<file path="src/rtl/pc_fetch_ctrl.sv">
// pc_fetch_ctrl: program-counter register and IDLE/ISSUE/CAPTURE/DONE fetch sequencer.
// Define PC_BOUND_CHECK_EN to flag targets at or beyond PROG_LEN through err.
module pc_fetch_ctrl #(
  parameter int D          = 12,
  parameter int START_ADDR = 0,
  parameter int PROG_LEN   = 4096,
  parameter int CW         = 16
) (
  input  logic          clk,
  input  logic          reset,
  input  logic          start,
  input  logic          stall,
  input  logic          halt,
  input  logic [D-1:0]  target,
  output logic [D-1:0]  pc,
  output logic          pc_valid,
  output logic          done,
  output logic          err,
  output logic [CW-1:0] instr_cnt
);

  typedef enum logic [1:0] {IDLE, ISSUE, CAPTURE, DONE} state_t;

  localparam logic [D-1:0]  START_PC = D'(START_ADDR);
  localparam logic [CW-1:0] CNT_ONE  = CW'(1);

  state_t state;
  logic   armed;
  logic   out_of_range;

  function automatic logic [CW-1:0] sat_inc(input logic [CW-1:0] v);
    return (&v) ? v : v + CNT_ONE;
  endfunction

`ifdef PC_BOUND_CHECK_EN
  assign out_of_range = (32'(target) >= 32'(PROG_LEN));
`else
  logic unused_prog_len;
  assign out_of_range    = 1'b0;
  assign unused_prog_len = (PROG_LEN != 0);
`endif

  always_ff @(posedge clk or posedge reset) begin
    if (reset) begin
      state     <= IDLE;
      pc        <= START_PC;
      pc_valid  <= 1'b0;
      done      <= 1'b0;
      err       <= 1'b0;
      instr_cnt <= '0;
      armed     <= 1'b0;
    end else if (start) begin
      // start re-arms from any state; in ISSUE/CAPTURE this aborts and drops the pending target
      state     <= IDLE;
      pc        <= START_PC;
      pc_valid  <= 1'b0;
      done      <= 1'b0;
      err       <= 1'b0;
      instr_cnt <= '0;
      armed     <= 1'b1;
    end else begin
      case (state)
        IDLE: begin
          if (armed) begin
            armed    <= 1'b0;
            state    <= ISSUE;
            pc_valid <= 1'b1;
          end
        end
        ISSUE: begin
          if (halt) begin
            state     <= DONE;
            pc_valid  <= 1'b0;
            done      <= 1'b1;
            instr_cnt <= sat_inc(instr_cnt);
          end else if (!stall) begin
            state    <= CAPTURE;
            pc_valid <= 1'b0;
          end
        end
        CAPTURE: begin
          instr_cnt <= sat_inc(instr_cnt);
          if (out_of_range) begin
            err   <= 1'b1;
            done  <= 1'b1;
            state <= DONE;
          end else begin
            pc       <= target;
            state    <= ISSUE;
            pc_valid <= 1'b1;
          end
        end
        DONE: begin
          state <= DONE;
        end
        default: begin
          state <= IDLE;
        end
      endcase
    end
  end

endmodule
</file>
<file path="config.mk">
export PLATFORM = sky130hd
export DESIGN_NAME = pc_fetch_ctrl
export DESIGN_NICKNAME = d
export VERILOG_FILES = /design/src/rtl/pc_fetch_ctrl.sv
export SDC_FILE = /design/constraint.sdc
export NUM_CORES = 1
export LEC_CHECK = 0
export BUFFER_PORTS_ARGS = -buffer_cell sky130_fd_sc_hd__buf_2
export CAP_MARGIN = 20
export CORE_AREA = 2 2 84 70
export DETAILED_ROUTE_END_ITERATION = 8
export DIE_AREA = 0 0 86 72
export GPL_TIMING_DRIVEN = 0
export HOLD_SLACK_MARGIN = 0.03
export PLACE_DENSITY = 0.56
export SLEW_MARGIN = 25
export SYNTH_ARGS = -nofsm -noshare
export SYNTH_HDL_FRONTEND = slang
export SYNTH_SLANG_ARGS = --single-unit
</file>
<file path="constraint.sdc">
create_clock -name clk -period 5.01 [get_ports clk]
set_input_delay 0.2505 -clock clk [delete_from_list [all_inputs] [get_ports clk]]
set_output_delay 0.2505 -clock clk [all_outputs]
set_load 0.01 [all_outputs]
</file>
==> impl_metrics.py, run 1 <==
metrics = {
    "sta": {
        "slew_viol_final": 0,
        "fin_crit_sh_pct": 35.7,
        "worstMarginPinSlew_ns": 0.697,
        "finalHoldViolCount": 0,
        "fin_setup_tns_ns": 0,
        "setup_slack_ns": 3.22,
        "slew_headroom_pct": 53.5,
        "finalSetupViolCount": 0,
        "rsz0062_at_grt": "no",
        "fmax_ghz": 0.559,
        "period_minus_slack_ns": 1.79,
        "skew_ns": 0.00102,
    },
    "logic_synthesis": {
        "synthMostInstantiatedCell": "nand2_1",
        "yosys.area_share.xor_xnor_pct": 0,
        "synth_nets": 213,
        "yosys.area_share.simple_pct": 23.5,
        "synthAdderAreaFrac_pct": 0.697,
        "ys.flop_type": "dfrtp_1",
        "syn_area_um2": 1800,
        "ys_warn_count": 0,
        "synthMuxAreaShare_pct": 0.627,
        "ys_top_cells_by_area": "dfrtp_1, nand2_1, o21ai_1, buf_2, nor2_1",
        "synth-seq-cells": 33,
        "yosys-top-cells-count": "nand2_1, dfrtp_1, o21ai_1",
        "synth_compound_area_share_pct": 22.6,
        "synth_top_area_cell": "dfrtp_1",
        "async_reset_ff_share_pct": 100,
        "ys_seq_area_share_pct": 46.0,
        "synth_edf_count": 0,
        "syn_avg_cell_area_um2": 9.21,
        "synth_top_family_by_area": "simple AND/OR/NAND/NOR gates",
        "netlist-cell-type-count": 52,
        "synth_top_area_share_pct": 46.0,
        "synthCells": 195,
    },
    "global_routing": {
        "antenna_found_initial": 0,
        "overflow": 0,
        "grt_pass1_vias": 1559,
        "grt_pass1_wl_mm": 7.59,
        "grt_usage_pct": 15.7,
        "grt_max_degree": 34,
    },
    "placement": {
        "dpl_cell_area_um2": 2110,
        "pre_cts_ws_ns": 3.25,
        "hpwl_mm": 3.23,
        "numPlacedInstances": 306,
        "numPortBuffers": 46,
        "gp_congestion": 0.765,
    },
    "power_and_ir_drop": {
        "p_int_mw": 0.432,
        "switching_power_mw": 0.166,
        "vdd_drop_max_mv": 0.110,
        "p_sw_share_pct": 27.7,
        "pwr-share-clk_pct": 33.4,
        "p_leak_nw": 1.09,
        "powerDensity_nw_per_um2": 273,
        "seqPwrFrac_pct": 49.7,
        "combPwrFrac_pct": 16.9,
    },
    "drt": {
        "drt-wirelength-per-cell_um": 14.5,
        "drc": 0,
        "ant_nets": 0,
        "viasPerCell": 5.10,
        "drtIter0Drc": 79,
        "met1_length_mm": 2.33,
        "drt_pre_antenna_iters": 4,
        "wl_met3_um": 218,
        "num_vias": 1595,
        "routed_wirelength_mm": 4.54,
        "dr_wl_met2_mm": 1.97,
        "highest_layer": "met4",
    },
    "finish": {
        "utilization_pct": 41.3,
        "fill_cells": 552,
        "fin_area_um2": 2190,
        "layout.cells.non_filler": 313,
        "antennaDiodeCount": 0,
        "final_nets": 266,
        "drive_above_1_share_pct": 31.5,
        "syn2layout_area_growth_pct": 22.2,
    },
    "critical_path": {
        "path_max_fanout": 9,
        "arrival_ns": 1.93,
        "worst-r2r-cell-count": 6,
        "ff2ff_setup_slack_ns": 3.22,
        "critPathLaunchType": "register",
        "timing.rr.start": "instr_cnt[3]$_DFFE_PP0P_",
        "cp-end-kind": "register",
        "crit_type": "register to register",
        "required_ns": 5.15,
        "rr_endpoint": "instr_cnt[15]$_DFFE_PP0P_",
    },
    "clock_network": {
        "cts_made_buffers": 5,
        "htreeDepth": 2,
        "clkTransAtPathRegs_ns": 0.06,
        "postCtsSetupBuffers": 0,
        "clock-sinks": 33,
        "worstSkewPairLatency_ns": 0.27,
        "cts-root-buf": "clkbuf_8",
        "hold_buffers": 0,
        "cts_resized": 0,
        "cts_tree": "yes",
        "clockBufferDepth": 2,
    },
    "floorplan": {
        "row_count": 24,
        "dieArea_um2": 6190,
        "chipWidth_um": 86,
        "die_height_um": 72,
        "initial_utilization_pct": 33.8,
        "core_area_um2": 5320,
        "io_pins": 48,
    },
    "worst_hold_path": {
        "min_path_type": "input pin to async pin",
    },
    "flow_run": {
        "maxCapViolCount": 0,
    },
    "status": {
        "status": "complete, no violations",
    },
}
-- routing by layer --
layer	GRT usage [%]	vias up
met5	0	-
met4	4.41	0
met3	3.53	2
met2	23.9	40
met1	22.6	737
li1	-	816
-- final cells by class --
class                      instances  area, um2  share of cell area [%]
multi-input combinational        139        856                    39.0
sequential                        33        826                    37.6
timing repair buffer              46        230                    10.5
buffer                            16       87.6                    3.99
clock buffer                       7       86.3                    3.94
tap                               65       81.3                    3.71
inverter                           7       26.3                    1.20
-- per-stage QoR --
stage / hold slack [ns] / total power, mW
3_3_place_gp: 0.457 / 0.403
5_1_grt: 0.150 / 0.634
2_1_floorplan: 0.379 / 0.364
6_report: 0.0819 / 0.598
4_1_cts: 0.111 / 0.605
3_5_place_dp: 0.411 / 0.404
-- sequential cells by signal (all words and copies together), names as in the netlist --
name       cells
state          2
armed          1
instr_cnt     16
pc_valid       1
pc            12
done           1
-- how the worst max path moves through the flow --
| stage | slack [ns] | end | startpoint | cells past startpoint |
|---|---|---|---|---|
| after floorplan | 3.36 | instr_cnt[13]$_DFFE_PP0P_ | instr_cnt[0]$_DFFE_PP0P_ | 6 |
| after global placement | 3.25 | instr_cnt[13]$_DFFE_PP0P_ | instr_cnt[0]$_DFFE_PP0P_ | 6 |
| final | 3.22 | instr_cnt[15]$_DFFE_PP0P_ | instr_cnt[3]$_DFFE_PP0P_ | 6 |
| after global routing | 2.97 | instr_cnt[15]$_DFFE_PP0P_ | instr_cnt[3]$_DFFE_PP0P_ | 6 |
| after CTS | 3.23 | instr_cnt[10]$_DFFE_PP0P_ | instr_cnt[0]$_DFFE_PP0P_ | 6 |
| after detailed placement | 3.25 | instr_cnt[10]$_DFFE_PP0P_ | instr_cnt[0]$_DFFE_PP0P_ | 6 |
-- power by group through the flow --
stage	logic, mW	clock network (mW)	registers [mW]
after global placement	0.101	0	0.302
after CTS	0.102	0.205	0.298
final	0.101	0.200	0.298
after detailed placement	0.102	0	0.303
after floorplan	0.0549	0	0.309
after global routing	0.114	0.219	0.301
-- worst max-delay path, cell delays in order, from the launching register on --
cell and delay, ns:
dfrtp_1 0.34, buf_2 0.19, and4_1 0.20, buf_2 0.19, o311ai_1 0.18, a2111oi_0 0.46
nor3_1 0.08
-- cells by family after synthesis --
group | after synthesis
other | 1
muxes | 1
adders and majority gates | 1
AOI/OAI and AO/OA | 56
DFF | 33
and+or+nand+nor | 80
buffers and inverters | 23
-- placed cells by master (no fill, tap or decap), drive strengths merged, types with 2 or more instances in the layout --
master,count
nand3,3
nand2,35
a31oi,3
o41ai,4
and4,4
nand4,6
inv,7
o21ai,20
a22o,3
dfrtp,33
or2,2
a21boi,2
nor2,12
clkbuf,10
buf,59
nor3,4
o22ai,2
o311ai,2
nor4,3
o31ai,5
a21oi,2
o2bb2ai,2
a41oi,2
and3,5
Power figures use the tool's default switching activity.
==> run 2: changes to the inputs <==
- PLACE_DENSITY: 0.56 -> 0.58
- clock period: 5.01 -> 1.5 ns (I/O delays scaled with it)
==> run 2 against run 1 <==
- the flow now finishes with violations (setup timing)
- final area grew 24%
- clock-buffer cell count is the same
- cell count is 13% higher
- sequential power rose to 3.3 times the previous value
- global-route usage grew 1.3 points
- clock skew is 0.0046 ns higher
- non-clock buffer count up 40
- register-to-register slack lost 3.4 ns
- power grew to 3.9 times the previous value
- sequential share of layout area down 6.8 points
- critical path depth unchanged
==> impl_metrics.py, run 2 (synthesis gave the netlist of run 1 again) <==
metrics = {
    "critical_path": {
        "path_max_fanout": 5,
        "worst_path_max_delay_cell": "dfrtp_2",
        "cpPeakStageDelay_ns": 0.44,
        "arrival_ns": 1.85,
        "cp-end-kind": "register",
        "ff2ff_setup_slack_ns": -0.17,
        "required_ns": 1.68,
        "worst-r2r-cell-count": 6,
        "crit_family": "simple AND/OR/NAND/NOR gates",
        "rr_endpoint": "instr_cnt[4]$_DFFE_PP0P_",
        "timing.rr.start": "state[1]$_DFFE_PP0P_",
        "crit_chain": "and3b_4, nor3_4, buf_4, or2_4, buf_6, a22o_1",
        "critPathLaunchType": "register",
        "crit_type": "register to register",
        "crit_buf_inv": 2,
    },
    "drt": {
        "viasPerCell": 5.21,
        "ant_nets": 0,
        "drt-wirelength-per-cell_um": 14.8,
        "drc": 0,
        "drt_pre_antenna_iters": 4,
        "num_vias": 1846,
        "drtIter0Drc": 96,
        "routed_wirelength_mm": 5.24,
    },
    "sta": {
        "fin_crit_sh_pct": 111,
        "period_minus_slack_ns": 1.67,
        "finalSetupViolCount": 16,
        "fin_setup_tns_ns": -1.79,
        "slew_viol_final": 0,
        "setup_slack_ns": -0.165,
        "finalHoldViolCount": 0,
        "rsz0062_at_grt": "yes",
        "slew_headroom_pct": 53.2,
        "skew_ns": 0.00559,
        "worstMarginPinSlew_ns": 0.700,
        "fmax_ghz": 0.600,
    },
    "finish": {
        "final_common_cell": "buf_2",
        "layout_common_cells": "buf_2, nand2_1, buf_4",
        "top_register": "instr_cnt",
        "top_regs": "instr_cnt: 16 flops, pc: 12 flops, state: 2 flops",
        "antennaDiodeCount": 0,
        "drive_above_1_share_pct": 46.4,
        "final_nets": 306,
        "syn2layout_area_growth_pct": 51.1,
        "fin_area_um2": 2710,
        "largest_reg_flops": 16,
        "layout.cells.non_filler": 354,
        "utilization_pct": 51.1,
    },
    "clock_network": {
        "cts-root-buf": "clkbuf_8",
        "htreeDepth": 2,
        "worstSkewPairLatency_ns": 0.29,
        "clockBufferDepth": 2,
        "cts_tree": "yes",
        "clkTransAtPathRegs_ns": 0.07,
        "cts_made_buffers": 5,
        "clock-sinks": 33,
    },
    "power_and_ir_drop": {
        "p_leak_nw": 1.31,
        "vdd_drop_max_mv": 0.430,
        "powerDensity_nw_per_um2": 865,
    },
    "floorplan": {
        "chipWidth_um": 86,
        "die_height_um": 72,
        "row_count": 24,
        "core_area_um2": 5320,
        "initial_utilization_pct": 33.8,
        "dieArea_um2": 6190,
        "io_pins": 48,
    },
    "global_routing": {
        "grt_pass1_vias": 1717,
        "grt_usage_pct": 17.0,
        "overflow": 0,
        "antenna_found_initial": 0,
        "grt_pass1_wl_mm": 8.37,
        "grt_max_degree": 34,
    },
    "placement": {
        "hpwl_mm": 3.22,
        "numPortBuffers": 46,
        "gp_congestion": 0.823,
        "dpl_cell_area_um2": 2140,
        "numPlacedInstances": 306,
    },
    "worst_hold_path": {
        "hold_depth": 3,
        "min_path_type": "input pin to register",
        "min_to": "pc[2]$_DFFE_PP0P_",
        "min_from": "target[2]",
    },
    "flow_run": {
        "maxCapViolCount": 0,
    },
    "status": {
        "violations": "setup timing",
        "status": "finished with violations",
    },
}
-- run 2: through the flow --
stage                     hold slack, ns  total power, mW  setup WS (ns)
final                             0.0299             2.35         -0.165
after global placement             0.321             1.37         -0.218
after floorplan                    0.204             1.23        -0.0601
after global routing              0.0532             2.45         -0.206
after detailed placement           0.239             1.37         -0.213
after CTS                         0.0300             2.32         -0.176
-- run 2: how the worst max path moves through the flow --
| stage | startpoint | end | slack [ns] | depth (start not counted) |
|---|---|---|---|---|
| after global placement | instr_cnt[0]$_DFFE_PP0P_ | instr_cnt[6]$_DFFE_PP0P_ | -0.22 | 6 |
| after floorplan | instr_cnt[0]$_DFFE_PP0P_ | instr_cnt[13]$_DFFE_PP0P_ | -0.06 | 6 |
| final | state[1]$_DFFE_PP0P_ | instr_cnt[4]$_DFFE_PP0P_ | -0.17 | 6 |
| after detailed placement | instr_cnt[0]$_DFFE_PP0P_ | instr_cnt[2]$_DFFE_PP0P_ | -0.21 | 6 |
| after CTS | state[1]$_DFFE_PP0P_ | instr_cnt[12]$_DFFE_PP0P_ | -0.18 | 5 |
| after global routing | state[1]$_DFFE_PP0P_ | instr_cnt[12]$_DFFE_PP0P_ | -0.21 | 5 |
-- run 2: tightest hold or removal path: stages --
cell and delay, ns:
buf_2 0.10, nand2_1 0.06, o21ai_1 0.05
-- run 2: area by class of cell --
type / count / area [um2]
inverter: 7 / 26.3
clock inverter: 1 / 30.0
buffer: 16 / 123
tap: 65 / 81.3
timing repair buffer: 86 / 567
clock buffer: 7 / 86.3
fill: 519 / 2600
sequential: 33 / 838
multi-input combinational: 139 / 962
-- run 2: layer usage --
layer | GRT usage (%) | wire, um
met4 | 5.47 | 59
met3 | 4.21 | 263
met5 | 0 | 0
met1 | 24.9 | 2650
met2 | 24.6 | 2260
-- run 2: power by group --
group	total (mW)	switching, mW	internal [mW]	leakage (nW)
clock	0.886	0.344	0.542	0.0585
combinational	0.466	0.249	0.218	0.825
sequential	0.995	0.0428	0.952	0.425
-- run 2: timing repair --
item | in CTS | in global routing
setup buffers | 17 | 12
hold endpoints to repair | 41 | 1
setup endpoints to repair | 28 | 28
gates resized for setup | 18 | 22
hold buffers | 9 | 1
pin swaps | 2 | 3
cloned | 0 | 1
==> run 3: changes to the inputs <==
- CORE_AREA: 2 2 84 70 -> 2 2 77 64
- DIE_AREA: 0 0 86 72 -> 0 0 79 66
- MAX_ROUTING_LAYER: default -> met4
- PLACE_DENSITY: 0.58 -> 0.68
==> run 3 against run 2 <==
- the run still ends with setup timing left
- register-to-register slack gained 0.06 ns
- fmax up 3.5%
- die area fell by 16%
- worst setup slack gained 0.056 ns
- largest cell class unchanged
- largest power group unchanged
- highest routed layer unchanged
==> impl_metrics.py, run 3 (synthesis gave the netlist of run 1 again) <==
metrics = {
    "placement": {
        "gp_congestion": 0.859,
        "pre_cts_ws_ns": -0.215,
        "numPortBuffers": 46,
        "numPlacedInstances": 301,
        "hpwl_mm": 3.11,
    },
    "drt": {
        "drtIter0Drc": 237,
        "drt-wirelength-per-cell_um": 15.2,
        "drt_pre_antenna_iters": 4,
        "ant_nets": 0,
        "drc": 0,
        "routed_wirelength_mm": 5.15,
        "viasPerCell": 5.46,
        "num_vias": 1846,
    },
    "sta": {
        "slew_viol_final": 0,
        "finalSetupViolCount": 16,
        "skew_ns": 0.00408,
        "fmax_ghz": 0.621,
        "finalHoldViolCount": 0,
        "fin_crit_sh_pct": 107,
        "worstMarginPinSlew_ns": 0.694,
        "period_minus_slack_ns": 1.61,
        "setup_slack_ns": -0.109,
        "slew_headroom_pct": 53.7,
        "rsz0062_at_grt": "yes",
    },
    "global_routing": {
        "grt_max_degree": 34,
        "top_usage_layer": "met2",
        "antenna_found_initial": 0,
        "grt_usage_pct": 20.3,
        "grt_pass1_wl_mm": 7.92,
        "overflow": 0,
        "grt_use_met2_pct": 29.7,
        "grt_util_met3_pct": 3.69,
        "grt_pass1_vias": 1630,
        "met1_usage_pct": 29.0,
    },
    "finish": {
        "final_common_cell": "buf_2",
        "final_nets": 295,
        "top_register": "instr_cnt",
        "top_regs": "instr_cnt: 16 flops, pc: 12 flops, state: 2 flops",
        "layout_common_cells": "buf_2, nand2_1, dfrtp_1",
        "antennaDiodeCount": 0,
        "layout.cells.non_filler": 338,
        "drive_above_1_share_pct": 43.9,
        "largest_reg_flops": 16,
        "syn2layout_area_growth_pct": 43.3,
    },
    "floorplan": {
        "dieArea_um2": 5210,
        "row_count": 22,
        "initial_utilization_pct": 40.3,
        "die_height_um": 66,
        "core_area_um2": 4460,
        "io_pins": 48,
        "chipWidth_um": 79,
    },
    "critical_path": {
        "critPathLaunchType": "register",
        "cp-end-kind": "register",
        "crit_type": "register to register",
        "required_ns": 1.68,
        "crit_buf_inv": 1,
        "crit_family": "simple AND/OR/NAND/NOR gates",
        "arrival_ns": 1.79,
        "cpPeakStageDelay_ns": 0.42,
        "path_max_fanout": 6,
        "worst_path_max_delay_cell": "dfrtp_1",
        "crit_chain": "and2b_4, nor3_4, or3_1, buf_6, o41ai_2",
        "ff2ff_setup_slack_ns": -0.11,
    },
    "power_and_ir_drop": {
        "p_int_mw": 1.47,
        "pwr-share-clk_pct": 31.1,
        "p_leak_nw": 1.24,
        "p_sw_share_pct": 29.6,
        "powerDensity_nw_per_um2": 812,
        "switching_power_mw": 0.618,
        "combPwrFrac_pct": 21.4,
        "vdd_drop_max_mv": 0.419,
        "seqPwrFrac_pct": 47.5,
    },
    "clock_network": {
        "cts-root-buf": "clkbuf_8",
        "worstSkewPairLatency_ns": 0.28,
        "cts_tree": "yes",
        "clock-sinks": 33,
        "cts_made_buffers": 5,
        "clkTransAtPathRegs_ns": 0.07,
        "htreeDepth": 2,
        "clockBufferDepth": 2,
    },
    "flow_run": {
        "maxCapViolCount": 0,
    },
    "status": {
        "violations": "setup timing",
        "status": "finished with violations",
    },
    "worst_hold_path": {
        "min_path_type": "input pin to register",
    },
}
-- run 3: cell type report --
cell class | instances | area (um2)
plain buffers | 16 | 121
clock buffers | 6 | 72.6
clock inverters | 2 | 10.0
fillers | 411 | 1890
inverters | 7 | 26.3
multi-input cells | 139 | 967
flip-flops and latches | 33 | 835
well taps | 60 | 75.1
repair buffers | 75 | 467
-- run 3: final timing paths --
path	end	depth (start not counted)	startpoint
worst max-delay path	instr_cnt[10]$_DFFE_PP0P_	5	state[0]$_DFFE_PP0P_
worst min-delay path	pc[2]$_DFFE_PP0P_	3	target[2]
worst max register to register	instr_cnt[10]$_DFFE_PP0P_	5	state[0]$_DFFE_PP0P_
worst min register to register	pc[7]$_DFFE_PP0P_	2	pc[7]$_DFFE_PP0P_
max in group asynchronous	instr_cnt[10]$_DFFE_PP0P_	3	reset
min in group asynchronous	pc[2]$_DFFE_PP0P_	3	reset
-- run 3: power by group through the flow --
| stage | registers [mW] | logic [mW] | clock network [mW] |
|---|---|---|---|
| 3_5_place_dp | 1.02 | 0.353 | 0 |
| 6_report | 0.992 | 0.448 | 0.649 |
| 4_1_cts | 0.991 | 0.424 | 0.656 |
| 2_1_floorplan | 1.04 | 0.195 | 0 |
| 3_3_place_gp | 1.02 | 0.346 | 0 |
| 5_1_grt | 0.998 | 0.491 | 0.704 |
-- run 3: metal layers --
metal	wire (um)	part of all wire, %	vias to the layer above
met5	0	0	-
met4	74	1.4	0
met3	326	6.3	10
met2	2380	46	61
met1	2370	46	896
li1	-	-	879
-- run 3: worst min-delay path, cell delays in order --
cell     delay (ns)
buf_2          0.09
nand2_1        0.05
o21ai_1        0.06
-- run 3: repair_timing --
| item | CTS | global route |
|---|---|---|
| gates resized for setup | 15 | 17 |
| hold endpoints to repair | 39 | 0 |
| hold buffers | 7 | 0 |
| cloned | 2 | 0 |
| setup endpoints to repair | 23 | 28 |
| setup buffers | 17 | 3 |
| pin swaps | 4 | 3 |
-- run 3: stage by stage --
stage	power, mW	utilization [%]	area [um2]	TNS [ns]	hold WS [ns]
3_5_place_dp	1.37	48.0	2140	-2.99	0.227
3_3_place_gp	1.36	48.0	2140	-2.72	0.318
6_report	2.09	57.7	2570	-1.19	0.0307
5_1_grt	2.19	57.7	2570	-2.69	0.0316
4_1_cts	2.07	55.5	2470	-1.32	0.0315
2_1_floorplan	1.23	-	1830	-0.613	0.204
